--- config.mk ---
export PLATFORM = sky130hd
export DESIGN_NAME = mux_2_1_arbiter
export DESIGN_NICKNAME = d
export VERILOG_FILES = /design/src/rtl/mux_2_1_arbiter.sv
export SDC_FILE = /design/constraint.sdc
export NUM_CORES = 1
export LEC_CHECK = 0
export ABC_AREA = 1
export BUFFER_PORTS_ARGS = -buffer_cell sky130_fd_sc_hd__buf_2
export CAP_MARGIN = 20
export CORE_MARGIN = 2
export CORE_UTILIZATION = 44
export DETAILED_ROUTE_END_ITERATION = 16
export PLACE_DENSITY = 0.85
export SLEW_MARGIN = 20
export SYNTH_ARGS = -nofsm -noshare
export SYNTH_HDL_FRONTEND = slang
export SYNTH_SLANG_ARGS = --single-unit
--- constraint.sdc ---
create_clock -name clk -period 2.88 [get_ports clk]
set_input_delay 0.288 -clock clk [delete_from_list [all_inputs] [get_ports clk]]
set_output_delay 0.288 -clock clk [all_outputs]
set_load 0.005 [all_outputs]
--- src/rtl/mux_2_1_arbiter.sv ---
// Two-requester round-robin arbiter feeding a one-entry registered output stage.
// Define MUX_ARB_BURST_LOCK_EN to hold a grant across a burst until in_last or MAX_BURST beats.
module mux_2_1_arbiter #(
  parameter int WIDTH     = 8,
  parameter int MAX_BURST = 16
) (
  input  logic               clk,
  input  logic               reset_n,
  input  logic [1:0]         in_valid,
  output logic [1:0]         in_ready,
  input  logic [1:0]         in_last,
  input  logic [2*WIDTH-1:0] data_in,
  output logic               out_valid,
  input  logic               out_ready,
  output logic [WIDTH-1:0]   data_out,
  output logic               out_last,
  output logic               out_src
);

  localparam int CNT_W = $clog2(MAX_BURST + 1);

`ifdef MUX_ARB_BURST_LOCK_EN
  localparam bit LOCK_EN = 1'b1;
`else
  localparam bit LOCK_EN = 1'b0;
`endif

  typedef enum logic {UNLOCKED, LOCKED} state_t;

  state_t           state, state_next;
  logic [CNT_W-1:0] beat_cnt, beat_cnt_next, beat_inc;
  logic             last_winner, last_winner_next;
  logic             grant_valid, grant_idx;
  logic             out_free, accept, accept_last;
  logic [WIDTH-1:0] lane [2];

  // While locked the owner is last_winner, since it was updated on the locking beat.
  always_comb begin
    grant_valid = 1'b0;
    grant_idx   = 1'b0;
    if (state == LOCKED) begin
      grant_valid = 1'b1;
      grant_idx   = last_winner;
    end else begin
      case (in_valid)
        2'b01:   begin grant_valid = 1'b1; grant_idx = 1'b0;         end
        2'b10:   begin grant_valid = 1'b1; grant_idx = 1'b1;         end
        2'b11:   begin grant_valid = 1'b1; grant_idx = ~last_winner; end
        default: begin grant_valid = 1'b0; grant_idx = 1'b0;         end
      endcase
    end
  end

  assign out_free = !out_valid || out_ready;

  for (genvar gi = 0; gi < 2; gi++) begin : g_lane
    assign lane[gi]     = data_in[gi*WIDTH +: WIDTH];
    assign in_ready[gi] = reset_n && out_free && grant_valid && (grant_idx == 1'(gi));
  end

  assign accept      = |(in_valid & in_ready);
  assign accept_last = in_last[grant_idx];
  assign beat_inc    = beat_cnt + CNT_W'(1);

  always_comb begin
    state_next       = state;
    beat_cnt_next    = beat_cnt;
    last_winner_next = last_winner;
    if (accept) begin
      last_winner_next = grant_idx;
      // beat_inc is 1 on an unlocked beat, so MAX_BURST >= 2 never releases it early.
      if (!LOCK_EN || accept_last || (beat_inc == CNT_W'(MAX_BURST))) begin
        state_next    = UNLOCKED;
        beat_cnt_next = '0;
      end else begin
        state_next    = LOCKED;
        beat_cnt_next = beat_inc;
      end
    end
  end

  always_ff @(posedge clk or negedge reset_n) begin
    if (!reset_n) begin
      state       <= UNLOCKED;
      beat_cnt    <= '0;
      last_winner <= 1'b1;
    end else begin
      state       <= state_next;
      beat_cnt    <= beat_cnt_next;
      last_winner <= last_winner_next;
    end
  end

  always_ff @(posedge clk or negedge reset_n) begin
    if (!reset_n) begin
      out_valid <= 1'b0;
      data_out  <= '0;
      out_last  <= 1'b0;
      out_src   <= 1'b0;
    end else if (accept) begin
      out_valid <= 1'b1;
      data_out  <= lane[grant_idx];
      out_last  <= accept_last;
      out_src   <= grant_idx;
    end else if (out_ready) begin
      out_valid <= 1'b0;
    end
  end

endmodule

## Word level (Yosys, flattened, before mapping)

Index checks and enable logic that the tools add are counted.

| storage, ports and cells | value |
|---|---|
| output and inout bits | 13 |
| word-level logic and storage cells | 32 |
| register bits | 12 |

| cells by class | value |
|---|---|
| reduce and logical (&&, ||, !) cells | 9 |
| multiplexer cells | 9 |
| magnitude comparators | 2 |
| equal/unequal tests | 3 |
| bitwise operators | 4 |

Operators by type and width:

| kind | count |
|---|---|
| $mux W8 | 3 |
| $mux W1 | 5 |
| $eq A2 B2 Y1 const B | 2 |
| $logic_and A1 B1 Y1 | 4 |
| $reduce_or A3 Y1 | 1 |
| $and A2 B2 Y2 | 1 |
| $eq A2 B1 Y1 const B | 1 |
| $ge A2 B2 Y1 const B | 1 |
| $lt A1 B2 Y1 const B | 1 |
| $not A1 Y1 | 2 |
| $not A1 Y2 | 1 |
| $pmux W1 S2 | 1 |
| $reduce_bool A2 Y1 | 1 |
| $reduce_or A2 Y1 | 1 |
| $logic_not A1 Y1 | 1 |
| $logic_or A1 B1 Y1 | 1 |

## Longest topological paths before layout

Gate-level depths: netlist of the first run.

| logic depth | value |
|---|---|
| depth after elaboration | 8 |
| depth in mapped cells | 7 |
| gate-level depth less buffers | 6 |

## Worst setup path after synthesis of the first run

OpenSTA, ideal clock, no wires.

| timing path | value |
|---|---|
| kind | flip-flop to output port |
| from | register last_winner |
| to | output in_ready[0] |
| stages on the path, launching flop included | 6 |
| setup slack | 1.621 ns |
| arrival time | 0.971 ns |
| path through | dfstp_2 -> nand2_2 -> nand2_2 -> buf_6 -> inv_1 -> nor2_1 |

| between the ends | value |
|---|---|
| longest elaborated chain between the ends | 4 |

RTL lines:

| what | RTL line | text |
|---|---|---|
| from (decl) | 32 | `logic last_winner, last_winner_next;` |
| from (signal assigned) | 90 | `last_winner <= last_winner_next;` |
| $not A1 Y1 | 48 | `2'b11: begin grant_valid = 1'b1; grant_idx = ~last_winner; end` |
| $pmux W1 S2 | 45 | `case (in_valid)` |
| $not A1 Y1 | 58 | `assign in_ready[gi] = reset_n && out_free && grant_valid && (grant_idx == 1'(gi));` |
| $logic_and A1 B1 Y1 | 58 |  |
| to (decl) | 10 | `output logic [1:0] in_ready,` |

No other way between the ends.

## Worst setup path in the final report of the first run

| timing path | value |
|---|---|
| from | input reset_n |
| to | output in_ready[0] |

| between the ends | value |
|---|---|
| longest elaborated chain between the ends | 3 |

RTL lines:

| what | RTL line | text |
|---|---|---|
| from (decl) | 8 | `input logic reset_n,` |
| $logic_and A1 B1 Y1 (3 in a row) | 58 |  |

No other way between the ends.

==> results of run 1 <==
## synth_stat cells
cell,instances
inv_1,4
nor2_2,1
dfrtp_1,11
nand3_2,1
nand2_2,2
dfstp_2,1
buf_4,2
nand3_1,9
buf_6,1
nor2_1,3
nand2_1,52
## state kept, by name (all words and copies together) (netlist names)
signal,flops
data_out,8
last_winner,1
out_last,1
out_src,1
out_valid,1
## power by group
group / total, W / internal [W] / leakage, nW / switching (W)
combinational: 0.000121 / 0.0000547 / 0.363 / 0.0000667
sequential: 0.000217 / 0.000201 / 0.147 / 0.0000161
clock: 0.000133 / 0.0000768 / 0.0210 / 0.0000558
## per-stage QoR
stage               setup WS [ns]   power, W
global placement            1.479  0.0003369
finish                     0.9139  0.0004712
CTS                        0.9152  0.0004748
global route               0.7921  0.0005047
floorplan                   1.621  0.0002861
detailed placement          1.451  0.0003411
## path summary, 6_finish.rpt
| check | end | cells after the start | from |
|---|---|---|---|
| hold / removal | out_last$_DFFE_PN0P_ | 5 | in_last[0] |
| setup reg to reg | out_src$_DFFE_PN0P_ | 5 | last_winner$_DFFE_PN1P_ |
| hold reg to reg | out_src$_DFFE_PN0P_ | 2 | out_src$_DFFE_PN0P_ |
| setup / recovery | in_ready[0] | 5 | reset_n |
| max in group asynchronous | last_winner$_DFFE_PN1P_ | 2 | reset_n |
| min in group asynchronous | data_out[0]$_DFFE_PN0P_ | 2 | reset_n |
## critical path, delay by kind of cell
kind,cells,cell delay [ns]
buffers and inverters,3,0.94
AND/OR/NAND/NOR,2,0.44
## routing by layer
metal / up-vias / share of wire (%) / GRT usage [%]
met4: 0 / 1.9 / 7.742
met1: 280 / 47 / 23.61
met5: - / 0 / 0
met2: 32 / 43 / 31.25
met3: 4 / 8.5 / 4.783
li1: 339 / - / -
## logic make-up after synthesis
family / synth area share (%)
simple gates: 44.98
buf+inv: 6.625
flops: 48.39
## layout make-up
class                      count  area [um2]  area share, %
tap                           15       18.77          2.242
inverter                       4       15.01          1.794
clock buffer                   4       36.28          4.335
sequential                    12       301.5          36.02
timing repair buffer          36       185.2          22.12
multi-input combinational     68       280.3          33.48
## what timing repair did
item | 4_1_cts | 5_1_grt
resized for setup | 0 | 0
hold endpoints to repair | 11 | 0
hold buffers | 1 | 0
## cell usage in the layout, fill, tap and decap left out, drive strengths merged
cell	instances
inv	4
buf	35
nand2	54
dfrtp	11
dlygate4sd3	1
dfstp	1
clkbuf	4
nor2	4
nand3	10
==> results_dict.tcl, run 1 <==
set metrics [dict create \
    ioPinCount 36 \
    numCtsBuffers 3 \
    min_period_ns 1.966 \
    die_w_um 41.63 \
    tightest_slew_ns 0.3288 \
    vias_per_cell 4.712 \
    antenna_left 0 \
    die_h_um 41.63 \
    cpPeakStageDelay_ns 0.52 \
    drc 0 \
    clk-insertion-delay-late_ns 0.27 \
    syn_area_um2 623.1 \
    syn_inst 87 \
    required_ns 2.59 \
    end_kind "output pin" \
    rsz0062_at_grt "no" \
    ys_types 11 \
    fmaxAchievable_mhz 508.6 \
    maxSlewHeadroom_pct 78.06 \
    regToRegSetupSlack_ns 1.68 \
    area_growth_pct 34.34 \
    cp_common_cell "buf_2" \
    synth_nets 110 \
    dp_cells 134 \
    grt_pass1_vias 607 \
    cts_sinks 12 \
    hpwl_um 1128 \
    pwr_density_cell_nw_per_um2 562.9 \
    cap_violations 0 \
    rows 13 \
    root_buffer "clkbuf_4" \
    p_leak_nw 0.5311 \
    cts_tree "yes" \
    start_kind "primary input" \
    antenna_found_initial 0 \
    htreeDepth 1 \
    drt-initial-drc-count 22 \
    gp_congestion 0.7635 \
    placed_area_um2 790.8 \
    worstPathCellList "dlygate4sd3_1 -> buf_2 -> nand3_2 -> nor2_1 -> buf_2" \
    critPathMaxFanout 14 \
    initial_core_util_pct 47.29 \
    setup_tns_ns 0 \
    core_area_um2 1318 \
    clk_pin_slew_ns 0.07 \
    hold_violations 0 \
    outcome "finished, final reports clean" \
    wirelength_um 1478 \
    crit_arrival_ns 1.68 \
    peakVddDrop_mv 0.3497 \
    synthTopCellsByArea "dfrtp_1 (44%), nand2_1 (31%), nand3_1 (7.2%), dfstp_2 (4.2%), buf_4 (2.4%)" \
    netlist.area_leader.share_pct 44.18 \
    antenna_cells 0 \
    setup_viol_count_final 0 \
    grt_overflow 0 \
    avgSynthCellArea_um2 7.162 \
    finalNonFillerCells 139 \
    synth_seq_cells 12 \
    wl_per_cell_um 10.63 \
    fin_nets 148 \
    period_share_pct 68.27 \
    drt_pass1_iterations 4 \
    criticalPathCategory "primary input to output pin" \
    grtUsageTotal_pct 19.00 \
    n_fill_cell 130 \
    dieArea_um2 1733 \
    port_buffers 35 \
    fin_skew_ns 0.008400 \
    drive_above_1_share_pct 35.48 \
    fin_util_pct 63.53 \
    hold-worst-slack_ns 0.3005 \
    clk_path_buf_depth 2 \
    critical-path-slowest-cell "dlygate4sd3_1" \
    fin_area_um2 837.1 \
    synth_warnings 0 \
    hold_path_class "primary input to flop" \
    finalMaxSlewViolations 0 \
    vias 655 \
    grt_first_pass_wirelength_um 2477 \
    grt_max_degree 15 \
    yosysTopAreaCell "dfrtp_1" \
    seq_area_frac_synth_pct 48.39 \
    post_cts_buffers 0 \
]
Note: power is estimated with default switching activity, not from simulation.
==> run 2: changes to the inputs <==
Settings changed: ABC_AREA 1 to 0, CORE_UTILIZATION 44 to 37, PLACE_DENSITY 0.85 to 0.77.
Clock period 2.88 ns to 1.65 ns, I/O delays scaled along.
==> run 2 against run 1 <==
Compared with the run above:
- register-to-register slack got worse by 1.3 ns
- die area increased by 19%
- first-iteration DRC count fell by 32%
- global-route usage shrank 1.8 points
- via count down 9.2%
- sequential power is 78% higher
- combinational power rose by 82%
- clock power grew 74%
- final area up 1.3%
- worst hold slack got worse by 0.17 ns
- non-clock buffer count is 2 higher
- wire length increased by 4.7%
- critical endpoint is now in_ready[1]
- largest power group unchanged
==> results_dict.tcl, run 2 <==
set metrics [dict create \
    gp_congestion 0.7556 \
    clk_pin_slew_ns 0.08 \
    crit_arrival_ns 1.39 \
    layout_common_cells "buf_2 (34), nand2_1 (11), dfrtp_1 (11)" \
    rsz0062_at_grt "no" \
    synth_warnings 0 \
    hpwl_um 1167 \
    critical-path-slowest-cell "dlygate4sd3_1" \
    core_area_um2 1559 \
    wirelength_um 1547 \
    clk-insertion-delay-late_ns 0.26 \
    synth_seq_cells 12 \
    yosys-top-cells-count "dfrtp_1 (11), nand2_1 (11), a221o_1 (9), nor4b_1 (9)" \
    syn_inst 55 \
    cts_tree "yes" \
    r2r_start "last_winner$_DFFE_PN1P_" \
    drt-initial-drc-count 15 \
    rows 14 \
    hold_depth 2 \
    synth_nets 78 \
    maxSlewHeadroom_pct 75.95 \
    fin_skew_ns 0.0003197 \
    initial_core_util_pct 40.61 \
    avgSynthCellArea_um2 11.51 \
    area_growth_pct 33.99 \
    root_buffer "clkbuf_4" \
    pwr_density_cell_nw_per_um2 987.9 \
    antenna_left 0 \
    drive_above_1_share_pct 52.75 \
    p_leak_nw 0.4298 \
    rr_endpoint "data_out[2]$_DFFE_PN0P_" \
    critPathMaxFanout 13 \
    synth_edf_count 0 \
    grt_pass1_vias 585 \
    outcome "finished, final reports clean" \
    hold_violations 0 \
    fin_nets 115 \
    synth_flop_cell "dfrtp_1" \
    required_ns 1.48 \
    cap_violations 0 \
    worstPathCellList "dlygate4sd3_1 -> clkbuf_4 -> and4_4 -> buf_2" \
    fin_util_pct 54.41 \
    dieArea_um2 2058 \
    largest_reg_flops 8 \
    die_h_um 45.37 \
    grtUsageTotal_pct 17.19 \
    numCtsBuffers 3 \
    finalMaxSlewViolations 0 \
    grt_overflow 0 \
    cp-startpoint "reset_n" \
    netlist.area_leader.share_pct 43.48 \
    fmaxAchievable_mhz 644.3 \
    top_register "data_out" \
    worstHoldStart "data_in[14]" \
    drc 0 \
    setup_tns_ns 0 \
    vias 595 \
    antenna_found_initial 0 \
    synthTopCellsByArea "dfrtp_1 (43%), a221o_1 (14%), nor4b_1 (12%), nand2_1 (6.5%), dfstp_2 (4.2%)" \
    die_w_um 45.37 \
    vias_per_cell 5.561 \
    period_share_pct 94.07 \
    ioPinCount 36 \
    mostFrequentLayoutCell "buf_2" \
    hold-worst-slack_ns 0.1301 \
    port_buffers 35 \
    critical_path_buf_inv_count 3 \
    tightest_slew_ns 0.3592 \
    cpPeakStageDelay_ns 0.52 \
    antenna_cells 0 \
    critPathTopFamily "buffers and inverters" \
    wl_per_cell_um 14.46 \
    cts_sinks 12 \
    ys_types 16 \
    min_period_ns 1.552 \
    syn_area_um2 633.1 \
    r2r_cells 3 \
    ys_async_sr_fraction_pct 100.0 \
    htreeDepth 1 \
    end_kind "output pin" \
    drt_pass1_iterations 4 \
    clk_path_buf_depth 2 \
    grt_first_pass_wirelength_um 2559 \
    hold_path_class "primary input to flop" \
    whs_endpoint "data_out[6]$_DFFE_PN0P_" \
    peakVddDrop_mv 0.3322 \
    yosysTopAreaCell "dfrtp_1" \
    grt_max_degree 14 \
    setup_viol_count_final 0 \
    seq_area_frac_synth_pct 47.63 \
    start_kind "primary input" \
    criticalPathCategory "primary input to output pin" \
    regToRegSetupSlack_ns 0.33 \
]
## run 2: per-layer routing
metal | share of wire (%) | global-route usage, %
met4 | 1.2 | 8.824
met2 | 49 | 28.29
met3 | 7.4 | 3.600
met1 | 43 | 21.05
met5 | 0 | 0
## run 2: through the flow
stage	worst slack (ns)	instance area [um2]	total power (W)	std cells
CTS	0.03455	845.8	0.0008491	107
global placement	0.2540	797.0	0.0006044	102
detailed placement	0.2513	797.0	0.0006108	102
floorplan	0.3265	633.1	0.0005146	55
finish	0.09789	848.3	0.0008381	107
global route	0.01603	848.3	0.0008959	107
## run 2: report_power, final
part,switching [W],internal (W)
logic,0.0000960,0.000124
registers,0.0000327,0.000355
clock network,0.0000967,0.000134
total,0.000225,0.000613
## run 2: final cells by class
cell class | count | area (um2)
sequential | 12 | 301.5
timing repair buffer | 38 | 202.7
tap | 16 | 20.02
clock buffer | 4 | 36.28
multi-input combinational | 37 | 287.8
fill | 140 | 710.7
## run 2: timing repair
| action | in CTS | in global routing |
|---|---|---|
| endpoints found under the hold margin | 7 | 0 |
| buffers inserted | 0 | 0 |
| gates resized for setup | 1 | 1 |
| hold buffers | 1 | 0 |
| pin swaps | 0 | 0 |
| setup endpoints to repair | 1 | 1 |
## run 2: logic make-up after synthesis
kind of cell / share of synthesized area, %
buffers and inverters: 7.310
flip-flops: 47.63
AO/OA/AOI/OAI: 18.18
AND/OR/NAND/NOR: 26.88
## run 2: how the worst max path moves through the flow
stage / end / cells past startpoint
after global placement: in_ready[0] / 3
after floorplan: data_out[0]$_DFFE_PN0P_ / 4
final: in_ready[1] / 4
after detailed placement: in_ready[0] / 3
after CTS: in_ready[1] / 4
after global routing: in_ready[1] / 4
